`src/rtl/uart_bus_master.sv`:
```
// uart_bus_master
// Serial debug bus initiator. Collects command frames from the UART receive
// byte stream, runs one read or write cycle on the CPU data bus, then sends
// the result back through the UART transmitter.
//
// Frame layout: command ('W' = 0x57 or 'R' = 0x52), 4 address bytes MSB
// first, then 4 data bytes MSB first for writes only.
// A write is answered with 'K' (0x4B). A read is answered with the 4 bytes
// of read data, MSB first.

module uart_bus_master #(
    parameter logic [31:0] TIMEOUT_CYCLES = 32'd1000000
) (
    input  logic        clk,
    input  logic        reset,
    input  logic [7:0]  rx_data,
    input  logic        rx_valid,
    output logic [7:0]  tx_data,
    output logic        tx_start,
    input  logic        tx_busy,
    output logic        bus_req,
    input  logic        bus_gnt,
    output logic        rd,
    output logic        wr,
    output logic [31:0] addr,
    output logic [31:0] wdata,
    input  logic [31:0] rdata,
    output logic        busy,
    output logic        frame_err,
    output logic        overrun
);

    localparam logic [7:0] CMD_WRITE = 8'h57;
    localparam logic [7:0] CMD_READ  = 8'h52;
    localparam logic [7:0] RESP_ACK  = 8'h4B;

    typedef enum logic [2:0] {
        ST_IDLE,
        ST_ADDR,
        ST_DATA,
        ST_REQ,
        ST_BUS,
        ST_RESP
    } state_t;

    // Handshake for one transmitted byte: wait until the transmitter is free,
    // pulse tx_start, skip one cycle while tx_busy has not yet risen, then
    // wait for tx_busy to fall.
    typedef enum logic [1:0] {
        TX_SEND,
        TX_HOLD,
        TX_WAIT
    } tx_phase_t;

    state_t      state_reg,       state_next;
    tx_phase_t   tx_phase_reg,    tx_phase_next;
    logic [1:0]  byte_cnt_reg,    byte_cnt_next;
    logic        is_write_reg,    is_write_next;
    logic [31:0] addr_reg,        addr_next;
    logic [31:0] wdata_reg,       wdata_next;
    logic [31:0] resp_reg,        resp_next;
    logic [31:0] timeout_cnt_reg, timeout_cnt_next;
    logic        overrun_reg,     overrun_next;

    logic        frame_active;
    logic        timeout_hit;
    logic        last_tx_byte;
    logic [7:0]  resp_byte [4];

    // Read-response byte lanes, lane 0 is the most significant byte and is
    // sent first.
    genvar gi;
    generate
        for (gi = 0; gi < 4; gi = gi + 1) begin : g_resp_lane
            assign resp_byte[gi] = resp_reg[31 - 8*gi -: 8];
        end
    endgenerate

    assign frame_active = (state_reg == ST_ADDR) || (state_reg == ST_DATA);

    // The abort fires in the cycle where the idle count would reach the
    // limit; a byte arriving in that same cycle wins and keeps the frame.
    assign timeout_hit  = frame_active && !rx_valid &&
                          ((timeout_cnt_reg + 32'd1) == TIMEOUT_CYCLES);

    assign last_tx_byte = is_write_reg || (byte_cnt_reg == 2'd3);

    assign busy    = (state_reg != ST_IDLE);
    assign addr    = addr_reg;
    assign wdata   = wdata_reg;
    assign overrun = overrun_reg;

    // State and datapath registers; reset clears everything asynchronously so
    // bus strobes and requests drop the moment reset is asserted.
    always_ff @(posedge clk or negedge reset) begin
        if (!reset) begin
            state_reg       <= ST_IDLE;
            tx_phase_reg    <= TX_SEND;
            byte_cnt_reg    <= 2'd0;
            is_write_reg    <= 1'b0;
            addr_reg        <= 32'd0;
            wdata_reg       <= 32'd0;
            resp_reg        <= 32'd0;
            timeout_cnt_reg <= 32'd0;
            overrun_reg     <= 1'b0;
        end else begin
            state_reg       <= state_next;
            tx_phase_reg    <= tx_phase_next;
            byte_cnt_reg    <= byte_cnt_next;
            is_write_reg    <= is_write_next;
            addr_reg        <= addr_next;
            wdata_reg       <= wdata_next;
            resp_reg        <= resp_next;
            timeout_cnt_reg <= timeout_cnt_next;
            overrun_reg     <= overrun_next;
        end
    end

    // Next-state logic and all strobe outputs.
    always_comb begin
        state_next       = state_reg;
        tx_phase_next    = tx_phase_reg;
        byte_cnt_next    = byte_cnt_reg;
        is_write_next    = is_write_reg;
        addr_next        = addr_reg;
        wdata_next       = wdata_reg;
        resp_next        = resp_reg;
        timeout_cnt_next = 32'd0;
        overrun_next     = overrun_reg;

        bus_req   = 1'b0;
        rd        = 1'b0;
        wr        = 1'b0;
        tx_start  = 1'b0;
        tx_data   = 8'h00;
        frame_err = 1'b0;

        // Inter-byte idle counter only runs while a frame is being collected.
        if (frame_active) begin
            timeout_cnt_next = rx_valid ? 32'd0 : (timeout_cnt_reg + 32'd1);
        end

        case (state_reg)
            ST_IDLE: begin
                // Unknown command bytes are dropped without any side effect.
                if (rx_valid) begin
                    if (rx_data == CMD_WRITE) begin
                        is_write_next = 1'b1;
                        byte_cnt_next = 2'd0;
                        state_next    = ST_ADDR;
                    end else if (rx_data == CMD_READ) begin
                        is_write_next = 1'b0;
                        byte_cnt_next = 2'd0;
                        state_next    = ST_ADDR;
                    end
                end
            end

            ST_ADDR: begin
                if (timeout_hit) begin
                    frame_err  = 1'b1;
                    state_next = ST_IDLE;
                end else if (rx_valid) begin
                    addr_next     = {addr_reg[23:0], rx_data};
                    byte_cnt_next = byte_cnt_reg + 2'd1;
                    if (byte_cnt_reg == 2'd3) begin
                        state_next = is_write_reg ? ST_DATA : ST_REQ;
                    end
                end
            end

            ST_DATA: begin
                if (timeout_hit) begin
                    frame_err  = 1'b1;
                    state_next = ST_IDLE;
                end else if (rx_valid) begin
                    wdata_next    = {wdata_reg[23:0], rx_data};
                    byte_cnt_next = byte_cnt_reg + 2'd1;
                    if (byte_cnt_reg == 2'd3) begin
                        state_next = ST_REQ;
                    end
                end
            end

            ST_REQ: begin
                // Grant wait is unbounded; the arbiter guarantees progress.
                bus_req = 1'b1;
                if (bus_gnt) begin
                    state_next = ST_BUS;
                end
            end

            ST_BUS: begin
                bus_req = 1'b1;
                wr      = is_write_reg;
                rd      = !is_write_reg;
                if (!is_write_reg) begin
                    resp_next = rdata;
                end
                byte_cnt_next = 2'd0;
                tx_phase_next = TX_SEND;
                state_next    = ST_RESP;
            end

            ST_RESP: begin
                tx_data = is_write_reg ? RESP_ACK : resp_byte[byte_cnt_reg];
                case (tx_phase_reg)
                    TX_SEND: begin
                        if (!tx_busy) begin
                            tx_start      = 1'b1;
                            tx_phase_next = TX_HOLD;
                        end
                    end
                    TX_HOLD: begin
                        tx_phase_next = TX_WAIT;
                    end
                    TX_WAIT: begin
                        if (!tx_busy) begin
                            tx_phase_next = TX_SEND;
                            if (last_tx_byte) begin
                                byte_cnt_next = 2'd0;
                                state_next    = ST_IDLE;
                            end else begin
                                byte_cnt_next = byte_cnt_reg + 2'd1;
                            end
                        end
                    end
                    default: begin
                        tx_phase_next = TX_SEND;
                    end
                endcase
            end

            default: begin
                state_next = ST_IDLE;
            end
        endcase

        // Bytes arriving while a command is in flight cannot be buffered.
        if (rx_valid && ((state_reg == ST_REQ) || (state_reg == ST_BUS) ||
                         (state_reg == ST_RESP))) begin
            overrun_next = 1'b1;
        end
    end

endmodule

```
`config.mk`:
```
export PLATFORM = sky130hd
export DESIGN_NAME = uart_bus_master
export DESIGN_NICKNAME = d
export VERILOG_FILES = /design/src/rtl/uart_bus_master.sv
export SDC_FILE = /design/constraint.sdc
export NUM_CORES = 1
export LEC_CHECK = 0
export CAP_MARGIN = 15
export CORE_MARGIN = 1
export CORE_UTILIZATION = 47
export CTS_CLUSTER_DIAMETER = 50
export DETAILED_ROUTE_END_ITERATION = 10
export GPL_ROUTABILITY_DRIVEN = 0
export PLACE_DENSITY = 0.78
export SETUP_SLACK_MARGIN = 0.4
export SYNTH_ARGS = -nofsm -noshare
export SYNTH_HDL_FRONTEND = slang
export SYNTH_SLANG_ARGS = --single-unit
```
`constraint.sdc`:
```
create_clock -name clk -period 2.8 [get_ports clk]
set_input_delay 0.56 -clock clk [delete_from_list [all_inputs] [get_ports clk]]
set_output_delay 0.56 -clock clk [all_outputs]
set_load 0.01 [all_outputs]
```
# Yosys cells after proc, flatten, opt, wreduce, memory -nomap -nowiden
# Index checks and enable logic that the tools add are counted.
# W data, S select, Z words.
[op_classes]
addsub = 2
n_lt_le_gt_ge = 1
eq_ne = 25
mux = 45
bitwise = 3
n_reduce_logical = 24
[op_table]
columns = ["operator", "n"]
rows = [
  ["$mux W32", 2],
  ["$mux W3", 13],
  ["$add A32 B1 Y32 const B", 1],
  ["$eq A32 B20 Y1 const B", 1],
  ["$mux W8", 4],
  ["$mux W2", 10],
  ["$pmux W3 S6", 1],
  ["$bmux W8 S2", 1],
  ["$eq A8 B7 Y1 const B", 2],
  ["$ne A3 B3 Y1 const B", 5],
  ["$reduce_and A3 Y1", 4],
  ["$mux W1", 11],
  ["$ne A2 B2 Y1 const B", 5],
  ["$reduce_and A10 Y1", 1],
  ["$pmux W2 S4", 1],
  ["$reduce_and A7 Y1", 1],
  ["$eq A3 B2 Y1 const B", 2],
  ["$eq A3 B3 Y1 const B", 2],
  ["$ne A3 B2 Y1 const B", 2],
  ["$pmux W2 S3", 1],
  ["$eq A2 B2 Y1 const B", 2],
  ["$logic_or A1 B1 Y1", 4],
  ["$ne A2 B1 Y1 const B", 2],
  ["$pmux W2 S2", 1],
  ["other kinds (15)", 21],
]
[totals]
regBits = 137

# Longest topological paths before layout
[logic_depth]
ltp_word = 6
mapped_depth = 9

# Worst setup path after synthesis
# OpenSTA, ideal clock, no wires.
[synth_path]
kind = "reg-to-output"
startpoint = "register timeout_cnt_reg[0]"
endpoint = "output frame_err"
arrival_time_ns = 2.433
t_required_ns = 2.240
setup_slack_ns = -0.193
path_stages_with_launch = 8
path_buffers = 0
cell_sequence = "dfrtp_1 > ha_1 > nand4_2 > or4_4 > or3_1 > a2111oi_2 > o2111a_1 > and4_2"
[synth_between]
elab_chain_len = 5
[synth_lines]
columns = ["item", "line_no", "rtl"]
rows = [
  ["start, declared", "62", "logic [31:0] timeout_cnt_reg, timeout_cnt_next;"],
  ["start signal, assigned", "114", "timeout_cnt_reg <= timeout_cnt_next;"],
  ["$add A32 B1 Y32", "84", "((timeout_cnt_reg + 32'd1) == TIMEOUT_CYCLES);"],
  ["$eq A32 B20 Y1", "84", ""],
  ["$logic_and A1 B1 Y1", "83", "assign timeout_hit = frame_active && !rx_valid &&"],
  ["$mux W1", "160, 173", ""],
  ["$mux W1", "--", ""],
  ["end, declared", "29", "output logic frame_err,"],
]
# No other way between the ends.

# Worst setup path in the final report
[layout_path]
startpoint = "register timeout_cnt_reg[1]"
endpoint = "output frame_err"
# The elaborated chain is that of the path after synthesis.

==> results_dict.tcl <==
set metrics [dict create \
    status "finished with violations" \
    violations "negative setup slack" \
    die-area_um2 14100 \
    crit_path_end_kind "output port" \
    combPwrFrac_pct 33.3 \
    drc_errors 0 \
    yosysWarningCount 0 \
    initial_core_util_pct 48.3 \
    cts-root-buf "clkbuf_16" \
    async_flop_share_pct 100 \
    synth_edf_count 0 \
    cts-buffers-inserted 17 \
    fin_crit_sh_pct 119 \
    grt_overflow_total 0 \
    internal-power_uw 5580 \
    switching_share_pct 28.4 \
    fin_util_pct 68.9 \
    n_fill_cell 942 \
    grt_pass1_vias 5025 \
    min_period_ps 3350 \
    vias 4933 \
    vdd_drop_max_v 0.000524 \
    startpoint_type "register" \
    grt_usage_pct 22.8 \
    clkSinkCount 137 \
    area_growth_pct 42.6 \
    leakagePower_uw 0.00395 \
    whs_ps 107 \
    p_switching_uw 2210 \
    cts_tree "done" \
    drt-total-wl_um 15100 \
    hold_viol_final 0 \
    num_rows 42 \
    yosys.area.top_type "dfrtp_1" \
    fin_nets 779 \
    layout-drive-gt1-share_pct 36.0 \
    setup_viol_count_final 1 \
    skew_ps 4.33 \
    fp.dieH_um 119 \
    vias_per_cell 5.36 \
    slew_headroom_pct 60.2 \
    multi_input_area_um2 2930 \
    crit_required_ps 2240 \
    arrival_ps 2790 \
    hold_buffers 0 \
    cts_htree_levels 4 \
    path_max_fanout 2 \
    tightest_slew_ps 598 \
    synth_top_cell_area_share_pct 53.4 \
    io_pins 124 \
    antenna_found_initial 0 \
    post-place-ws_ps -533 \
    synth-main-ff-cell "dfrtp_1" \
    grt_max_degree 65 \
    synth_fp_nets 577 \
    cts.clk_slew.worst_paths_ps 60 \
    route.antenna.remaining_nets 0 \
    dp_hpwl_um 10500 \
    ys_types 53 \
    core-area_um2 13300 \
    synth.area.top_cells "dfrtp_1, mux2_2, xnor2_1, nor2_1, mux4_2" \
    drv_cap 0 \
    synth_area_um2 6420 \
    routedWlPerCell_um 16.4 \
    crit_type "reg2out" \
    rsz0062_at_grt "true" \
    max_freq_mhz 299 \
    hold_class "in2async" \
    clock_power_share_pct 28.4 \
    finalMaxSlewViolations 0 \
    pwr-share-seq_pct 38.3 \
    power_density_nw_per_um2 851 \
    syn_avg_cell_area_um2 12.1 \
    power_uw 7790 \
    clk_latency_ps 420 \
    ys_ff_latch 137 \
    n_antenna_cell 0 \
    syn_inst 530 \
    grt_pass1_wl_um 24900 \
    drtIter0Drc 270 \
    die_w_um 119 \
    first_pass_iters 4 \
    port_buffers 123 \
    register_area_um2 3430 \
    finalSetupTns_ps -545 \
    synth-seq-area-share_pct 53.4 \
    layout_setup_ws_ps -545 \
    clock_path_buffers 2 \
]
[layout by cell type, fill, tap and decap left out, types with 12 or more instances in the layout]
master           synthesis  layout
buf_4                    3      81
clkbuf_16                0      17
clkdlybuf4s50_1          0     108
dfrtp_1                137     135
mux2_2                  97      97
nand2_1                 22      22
nor2_1                  50      47
nor3_1                  15      14
o21ai_0                 12      12
xnor2_1                 26      26
[worst max-delay path: stages, from the launching register on]
cell	delay, ps
dfrtp_1	390
ha_4	170
nand4_4	70
or4_4	530
or3_4	360
a2111oi_4	280
o2111a_1	250
and4_4	220
buf_6	100
[kinds of logic (layout without fill, tap and decap cells)]
logic type               after synthesis  in the layout  share of synthesized area, %
AND/OR/NAND/NOR                      167            167                          14.3
flip-flops                           137            137                          53.4
AO/OA/AOI/OAI                         41             41                          4.31
multiplexers                         106            106                          20.0
buffers and inverters                 40            254                          2.59
adder cells (fa/ha/maj)                2              2                         0.390
XOR/XNOR                              37             37                          5.05
[final timing paths]
path / slack [ps] / cells past startpoint / end / from
worst min register to register: 450 / 1 / overrun / overrun
worst max register to register: 240 / 9 / state_reg[0] / timeout_cnt_reg[1]
min in group clk: 450 / 1 / overrun / overrun
worst max-delay path: -550 / 8 / frame_err / timeout_cnt_reg[1]
max in group asynchronous: 1930 / 2 / addr[20] / reset
worst min-delay path: 110 / 1 / wdata[31] / reset
[through the flow]
stage	cells	area [µm²]
2_1_floorplan	530	6440
3_3_place_gp	877	8390
3_5_place_dp	877	8390
4_1_cts	916	9080
5_1_grt	920	9150
6_report	920	9150
[timing repair]
action / in CTS / in global routing
endpoints found under the setup margin: 16 / 9
setup buffers: 8 / 4
pin swaps: 7 / 8
gates resized for setup: 61 / 10
[Yosys cell counts (all sizes together), types with 6 or more instances]
cell	count
and3	9
and4	7
buf	14
clkbuf	18
dfrtp	137
inv	8
mux2	97
mux4	8
nand2	22
nand3	11
nand4	12
nor2	50
nor3	15
nor3b	6
nor4	9
o21ai	14
or3	7
xnor2	26
xor2	11
[area by class of cell]
type                            count  share of cell area [%]
Sequential cell                   137                    37.5
Multi-Input combinational cell    353                    32.0
Timing Repair Buffer              215                    21.2
Clock buffer                       21                    5.25
Tap cell                          176                    2.41
Clock inverter                     10                    1.27
Inverter                            8                   0.328
[power groups by stage]
stage               Clock [µW]  Combinational (µW)  Sequential (µW)
finish                    2210                2590             2980
global route              2340                2790             3070
CTS                       2260                2530             2980
detailed placement           0                2370             3030
global placement             0                2300             2980
floorplan                    0                1260             3020
[routing by layer]
metal  up-vias  share of wire (%)  wire (µm)  GRT usage, %
met5         -                  0          0             0
met4         0                2.0        305          9.41
met3        28                5.0        762          5.27
met2       154                 50       7530          37.7
li1       2306                  -          -             -
met1      2445                 43       6530          28.7
(Power assumes the default switching activity.)
